$ cat config.mk
export PLATFORM = sky130hd
export DESIGN_NAME = ervp_reconfigurable_down_counter
export DESIGN_NICKNAME = d
export VERILOG_FILES = /design/src/rtl/ervp_counter_pkg.sv /design/src/rtl/ervp_sat_sub.sv /design/src/rtl/ervp_reconfigurable_down_counter.sv
export SDC_FILE = /design/constraint.sdc
export NUM_CORES = 1
export LEC_CHECK = 0
export ABC_AREA = 1
export CAP_MARGIN = 20
export CORE_MARGIN = 10
export CORE_UTILIZATION = 46
export CTS_BUF_LIST = sky130_fd_sc_hd__clkbuf_8
export DETAILED_ROUTE_END_ITERATION = 8
export PLACE_DENSITY = 0.77
export SYNTH_ARGS = -nofsm -noshare
export SYNTH_HDL_FRONTEND = slang
export SYNTH_HIERARCHICAL = 1
export SYNTH_SLANG_ARGS = --single-unit
$ cat constraint.sdc
create_clock -name clk -period 2.6 [get_ports clk]
set_input_delay 0.39 -clock clk [delete_from_list [all_inputs] [get_ports clk]]
set_output_delay 0.39 -clock clk [all_outputs]
set_load 0.02 [all_outputs]
$ cat src/rtl/ervp_counter_pkg.sv
// rtl/ervp_counter_pkg.sv - shared constants and helpers for the reconfigurable up/down counters
package ervp_counter_pkg;

  localparam int COUNT_MODE_SATURATE = 0;
  localparam int COUNT_MODE_CIRCULAR = 1;

  function automatic int default_top(input int bw);
    return (1 << bw) - 1;
  endfunction

endpackage

$ cat src/rtl/ervp_sat_sub.sv
// rtl/ervp_sat_sub.sv - unsigned subtract that saturates at a floor and flags the hit
module ervp_sat_sub
  import ervp_counter_pkg::*;
#(
  parameter int             BW      = 8,
  parameter int             BW_STEP = BW,
  parameter logic [BW-1:0]  FLOOR   = '0
) (
  input  logic [BW-1:0]      minuend,
  input  logic [BW_STEP-1:0] step,
  output logic [BW-1:0]      result,
  output logic               hit
);

  logic [BW:0] diff;

  // The extra MSB catches a borrow, so values below the floor never wrap around.
  assign diff   = {1'b0, minuend} - (BW+1)'(step);
  assign hit    = diff[BW] || (diff[BW-1:0] <= FLOOR);
  assign result = hit ? FLOOR : diff[BW-1:0];

endmodule

$ cat src/rtl/ervp_reconfigurable_down_counter.sv
// rtl/ervp_reconfigurable_down_counter.sv - run-time-step down-counter with floor saturate or reload
module ervp_reconfigurable_down_counter
  import ervp_counter_pkg::*;
#(
  parameter int BW_COUNTER      = 8,
  parameter int BW_COUNT_AMOUNT = BW_COUNTER,
  parameter int RESET_NUMBER    = default_top(BW_COUNTER),
  parameter int FIRST_NUMBER    = RESET_NUMBER,
  parameter int LAST_NUMBER     = 0,
  parameter int CIRCULAR        = COUNT_MODE_SATURATE
) (
  input  logic                       clk,
  input  logic                       rstp,
  input  logic                       enable,
  input  logic                       init,
  input  logic                       write,
  input  logic [BW_COUNTER-1:0]      wvalue,
  input  logic                       count,
  input  logic [BW_COUNT_AMOUNT-1:0] count_amount,
  output logic [BW_COUNTER-1:0]      value,
  output logic                       is_first_count,
  output logic                       is_last_count,
  output logic                       reach_pulse,
  output logic                       wrap_pulse,
  output logic                       expired
);

  localparam logic [BW_COUNTER-1:0] RESET_V = BW_COUNTER'(RESET_NUMBER);
  localparam logic [BW_COUNTER-1:0] FIRST_V = BW_COUNTER'(FIRST_NUMBER);
  localparam logic [BW_COUNTER-1:0] LAST_V  = BW_COUNTER'(LAST_NUMBER);

  logic [BW_COUNTER-1:0] sub_result;
  logic                  sub_hit;

  ervp_sat_sub #(
    .BW      (BW_COUNTER),
    .BW_STEP (BW_COUNT_AMOUNT),
    .FLOOR   (LAST_V)
  ) i_sat_sub (
    .minuend (value),
    .step    (count_amount),
    .result  (sub_result),
    .hit     (sub_hit)
  );

  assign is_first_count = (value == FIRST_V);
  assign is_last_count  = (value == LAST_V);

  always_ff @(posedge clk) begin
    if (rstp) begin
      value       <= RESET_V;
      reach_pulse <= 1'b0;
      wrap_pulse  <= 1'b0;
      expired     <= 1'b0;
    end else if (!enable) begin
      reach_pulse <= 1'b0;
      wrap_pulse  <= 1'b0;
    end else begin
      reach_pulse <= 1'b0;
      wrap_pulse  <= 1'b0;
      if (init) begin
        value   <= RESET_V;
        expired <= 1'b0;
      end else if (write) begin
        value   <= wvalue;
        expired <= 1'b0;
      end else if (count && (|count_amount)) begin
        // Sitting on the floor: only a circular counter moves, and it reloads rather than reaching.
        if (value == LAST_V) begin
          if (CIRCULAR == COUNT_MODE_CIRCULAR) begin
            value      <= FIRST_V;
            wrap_pulse <= 1'b1;
          end
        end else if (sub_hit) begin
          value       <= LAST_V;
          reach_pulse <= 1'b1;
          expired     <= 1'b1;
        end else begin
          value <= sub_result;
        end
      end
    end
  end

endmodule

# After elaboration in Yosys (flattened, before gate mapping)

Cells that the tools add are included.

Output and inout bits: 13
Bits of input ports: 22
Register bits: 10
Logic and storage cells: 29

Mux-type cells: 11
Order comparisons: 1
Reduce and logical (&&, ||, !) cells: 9
Equal/unequal tests: 2
Add/subtract/negate cells: 1
Bitwise logic cells: 2

Operators with widths:

| kind                 | number |
|---|---|
| $mux W8              | 5 |
| $sub A8 B8 Y9        | 1 |
| $eq A8 B8 Y1 const B | 1 |
| $le A8 B1 Y1 const B | 1 |
| $logic_not A8 Y1     | 1 |
| $reduce_or A8 Y1     | 1 |
| $mux W1              | 6 |
| $reduce_bool A3 Y1   | 2 |
| $reduce_or A6 Y1     | 1 |
| $reduce_and A4 Y1    | 1 |
| $ne A3 B3 Y1 const B | 1 |
| $reduce_and A3 Y1    | 1 |
| $not A1 Y1           | 2 |
| $logic_and A1 B1 Y1  | 1 |
| $logic_or A1 B1 Y1   | 1 |

# Longest topological paths before layout

Depth after elaboration: 8
Gate-level depth with buffers: 18

# Cells and area by module

Netlist, hierarchy kept.

By module, submodules not included:

| module                           | area an instance (um^2) | seq. area each (um^2) | cells each | times used |
|---|---|---|---|---|
| ervp_reconfigurable_down_counter | 666.9                   | 200.2                 | 102        | 1 |
| ervp_sat_sub                     | 576.8                   | 0.0                   | 99         | 1 |

# Worst setup path after synthesis

No wires, ideal clock.

Path type: register to register
Start point: reg value[0]
End point: reg value[0]
Cell stages (with the launch flop): 17
Slack: 0.242 ns
Arrival time: 2.234 ns
Data required time: 2.476 ns
Path through: dfxtp_1 inv_1 ha_1 inv_1 fa_1 inv_1 nand2_1 nor2_1 nand3_1 nor2_2 nand2_2 nand2_4 clkinv_1 nand3_1 nand2_1 nand2_1 nand3_1

Longest elaborated chain between the ends: 8
Elaborated cells on any way between the ends: 11
Those cells by class: add/sub (1); order compare (1); eq/ne (1); mux (5); reduce/logical (3)

RTL lines:

| element                | RTL line                               | RTL |
|---|---|---|
| from (decl)            | ervp_reconfigurable_down_counter.sv:20 | `output logic [BW_COUNTER-1:0] value,` |
| from (signal assigned) | ervp_reconfigurable_down_counter.sv:65 | `value <= wvalue;` |
| from (signal assigned) | ervp_reconfigurable_down_counter.sv:79 | `value <= sub_result;` |
| $sub A8 B8 Y9 (*)      | ervp_sat_sub.sv:18                     | `assign diff = {1'b0, minuend} - (BW+1)'(step);` |
| $le A8 B1 Y1           | ervp_sat_sub.sv:19                     | `assign hit = diff[BW] \|\| (diff[BW-1:0] <= FLOOR);` |
| $logic_or A1 B1 Y1 (*) | ervp_sat_sub.sv:19                     |  |
| via sub_hit            | ervp_reconfigurable_down_counter.sv:33 | `logic sub_hit;` |
| $mux W8 (*)            | ervp_reconfigurable_down_counter.sv:74 | `end else if (sub_hit) begin` |
| $mux W8 (*)            | ervp_reconfigurable_down_counter.sv:69 | `if (value == LAST_V) begin` |
| $mux W8 (*)            | ervp_reconfigurable_down_counter.sv:67 | `end else if (count && (\|count_amount)) begin` |
| $mux W8 (*)            | ervp_reconfigurable_down_counter.sv:64 | `end else if (write) begin` |
| $mux W8 (*)            | ervp_reconfigurable_down_counter.sv:61 | `if (init) begin` |

The timed path passes the listed nets; every way through them passes the cells marked *. The select of a mux whose other input is x is not followed.
A chain may end at the register's enable or synchronous reset.

# Worst setup path after layout

Start point: in count_amount[0]
End point: reg value[6]

Longest elaborated chain between the ends: 8
Elaborated cells on any way between the ends: 12
Those cells by class: add/sub (1); order compare (1); mux (5); reduce/logical (5)

RTL lines:

| element                | RTL line                               | RTL |
|---|---|---|
| from (decl)            | ervp_reconfigurable_down_counter.sv:19 | `input logic [BW_COUNT_AMOUNT-1:0] count_amount,` |
| $sub A8 B8 Y9 (*)      | ervp_sat_sub.sv:18                     |  |
| $le A8 B1 Y1           | ervp_sat_sub.sv:19                     |  |
| $logic_or A1 B1 Y1 (*) | ervp_sat_sub.sv:19                     |  |
| via sub_hit            | ervp_reconfigurable_down_counter.sv:33 |  |
| $mux W8 (*)            | ervp_reconfigurable_down_counter.sv:74 |  |
| $mux W8 (*)            | ervp_reconfigurable_down_counter.sv:69 |  |
| $mux W8 (*)            | ervp_reconfigurable_down_counter.sv:67 |  |
| $mux W8 (*)            | ervp_reconfigurable_down_counter.sv:64 |  |
| $mux W8 (*)            | ervp_reconfigurable_down_counter.sv:61 |  |

Marks and branches as above.

==> impl_metrics.ini <==
[synthesis]
ys_ff_latch = 10
syn_nets = 232
synth.most_common_cell = nand2_1
async_flop_share_pct = 0
synth_area_leaders = dfxtp_1 16%, nand3_1 14%, nand2_1 13%
ys_seq_area_share_pct = 16.1
synth.avg_cell_area_sq_um = 6.19
yosysWarnings = 6
synth_common_cells = 42 x nand2_1, 38 x inv_1, 34 x nand3_1
synth_edf_count = 0
netlist_instances = 201
ys_types = 27
synth-main-ff-cell = dfxtp_1
synth_area_leader_cell = dfxtp_1
synth_top_area_share_pct = 16.1
mappedNetlistArea_sq_mm = 0.00124

[global_route]
grt-ovfl-total = 0
grt_use_met2_pct = 20.3
grtUsageMet1_pct = 16.7
grt_use_met3_pct = 3.95
track_usage_pct = 12.9
grt_pass1_vias = 1275
grt_pass1_wl_mm = 5.64
grt_max_degree = 11
antenna_found_initial = 0
top_usage_layer = met2

[die]
pin_count = 35
dieWidth_microns = 72.0
start_util_pct = 49.3
die-area_sq_mm = 0.00518
die_h_microns = 72.0
rows = 18
coreArea_sq_mm = 0.00252

[min_path]
hp-class = reg -> reg
hold_depth = 2

[critical_path]
reg2regPathDepth = 16
critPathKind = in -> reg
worst_setup_path_end_kind = flop
cp_max_fo = 9
startpoint_type = input pin
cp.required_ns = 2.73
critical_path_arrival_ns = 2.54

[clocking]
clk_pin_slew_ns = 0.05
cts_tree = yes
cts_buffers = 3
clkLatencyLatePin_ns = 0.24
h-tree-depth = 1
cts_hold_buf = 0
clkSinkCount = 10
cts_root_buf = clkbuf_8
clock_path_buffers = 2

[sta]
finalClockSkew_ns = 0.00266
maxSlewViolCount = 0
fin_crit_sh_pct = 93.0
hold_viol_final = 0
fin_crit_ns = 2.42
grt_setup_unrepaired = no
setup_viol = 0
fin_ws_ns = 0.181
clock.fmax_ghz = 0.413

[routing]
vias = 1397
drt-initial-drc-count = 85
routed_wl_mm = 3.35
wl_per_cell_microns = 11.9
antenna_left = 0
routed_via_density = 4.95
dr.pass1.iters = 4
drc = 0

[final_layout]
syn_to_final_growth_pct = 44.0
drive_above_1_share_pct = 21.4
fill_cells = 220
n_antenna_cell = 0
finalNetCount = 284
seqCellArea_sq_um = 200
multi_input_area_sq_um = 878

[place]
dp_slack_ns = -0.164
portBuffers = 33
gp_congestion = 0.896
hpwlAfterDp_mm = 2.80

[pwr]
p_leak_uw = 0.000938
p_total_uw = 821
ir_worst_vdd_v = 0.000458
power_density_mw_per_mm2 = 459

[flow_run]
max_cap_viol_count = 0

[run_status]
status = complete, no violations
-- power breakdown --
group / leakage (uW) / switching, uW / internal [uW]
clock: 0.0000288 / 65.6 / 133
combinational: 0.000826 / 228 / 210
sequential: 0.0000829 / 18.3 / 167
total: 0.000938 / 312 / 510
-- path summary, 6_finish.rpt --
kind / startpoint / to / slack (ns)
setup reg to reg: value[0] / value[6] / 0.32
hold / removal: expired / expired / 0.47
hold reg to reg: expired / expired / 0.47
setup / recovery: count_amount[0] / value[6] / 0.18
-- placed cells by master, fill, tap and decap left out, types with 2 or more instances in the layout --
cell type        synthesis  routed
nand2_2                  7       7
nand2_1                 42      42
nand4_1                  3       3
nor2_2                   8       8
inv_1                   38      38
ha_1                     8       8
clkbuf_8                 0       4
or2_4                    2       2
clkdlybuf4s50_1          0      33
a21oi_1                 13      12
a21oi_2                  1       2
and2_4                   2       2
nand2_4                  4       4
clkinv_1                 3       2
buf_4                    1      16
nand3_2                  3       3
nand3_1                 34      34
nor2_1                  11      11
dfxtp_1                 10      10
-- worst max-delay path: stages --
cell             delay [ns]
clkdlybuf4s50_1        0.47
ha_1                   0.14
inv_1                  0.06
fa_2                   0.36
nand2_1                0.07
nand2_1                0.07
nand3_2                0.07
nand2_1                0.05
nand2_1                0.07
nand2_2                0.06
nor2_2                 0.11
nand2_2                0.07
nand2_4                0.07
clkinvlp_4             0.16
nand3_1                0.11
nand2_1                0.07
nand2_1                0.09
nand3_1                0.06
-- final cells by class --
type / count / area share [%]
timing repair buffer: 50 / 25.8
inverter: 41 / 8.81
tap: 30 / 2.10
sequential: 10 / 11.2
clock buffer: 4 / 3.07
multi-input combinational: 147 / 49.1
-- per-layer routing --
| layer | wire length [microns] | part of all wire (%) |
|---|---|---|
| met5 | 0 | 0 |
| met4 | 15 | 0.45 |
| met3 | 306 | 9.1 |
| met1 | 1500 | 45 |
| met2 | 1530 | 46 |
-- cell families after synthesis --
group,count (synthesis),synth area share (%)
compound gates,15,7.24
xor+xnor,1,0.704
fa+ha+maj,9,9.66
buf+inv,44,13.8
flops,10,16.1
other cells,1,0.302
simple gates,121,52.2
-- metrics by stage --
step                instance area, sq um  hold slack, ns  setup TNS [ns]  utilization [%]  instances
floorplan                           1240           0.469               0                -        201
global placement                    1720           0.447           -1.05             68.3        278
detailed placement                  1720           0.457           -1.30             68.3        278
CTS                                 1780           0.466               0             70.4        282
global route                        1790           0.502               0             71.0        282
finish                              1790           0.466               0             71.0        282
-- flip-flops by register name (all words and copies together) (netlist names) --
name and flops:
expired 1, reach_pulse 1, value 8
-- what timing repair did --
| action | 4_1_cts | 5_1_grt |
|---|---|---|
| setup buffers | 0 | 0 |
| endpoints found under the setup margin | 0 | 9 |
| resized for setup | 0 | 4 |
No activity file was read; power rests on OpenSTA's default activity.
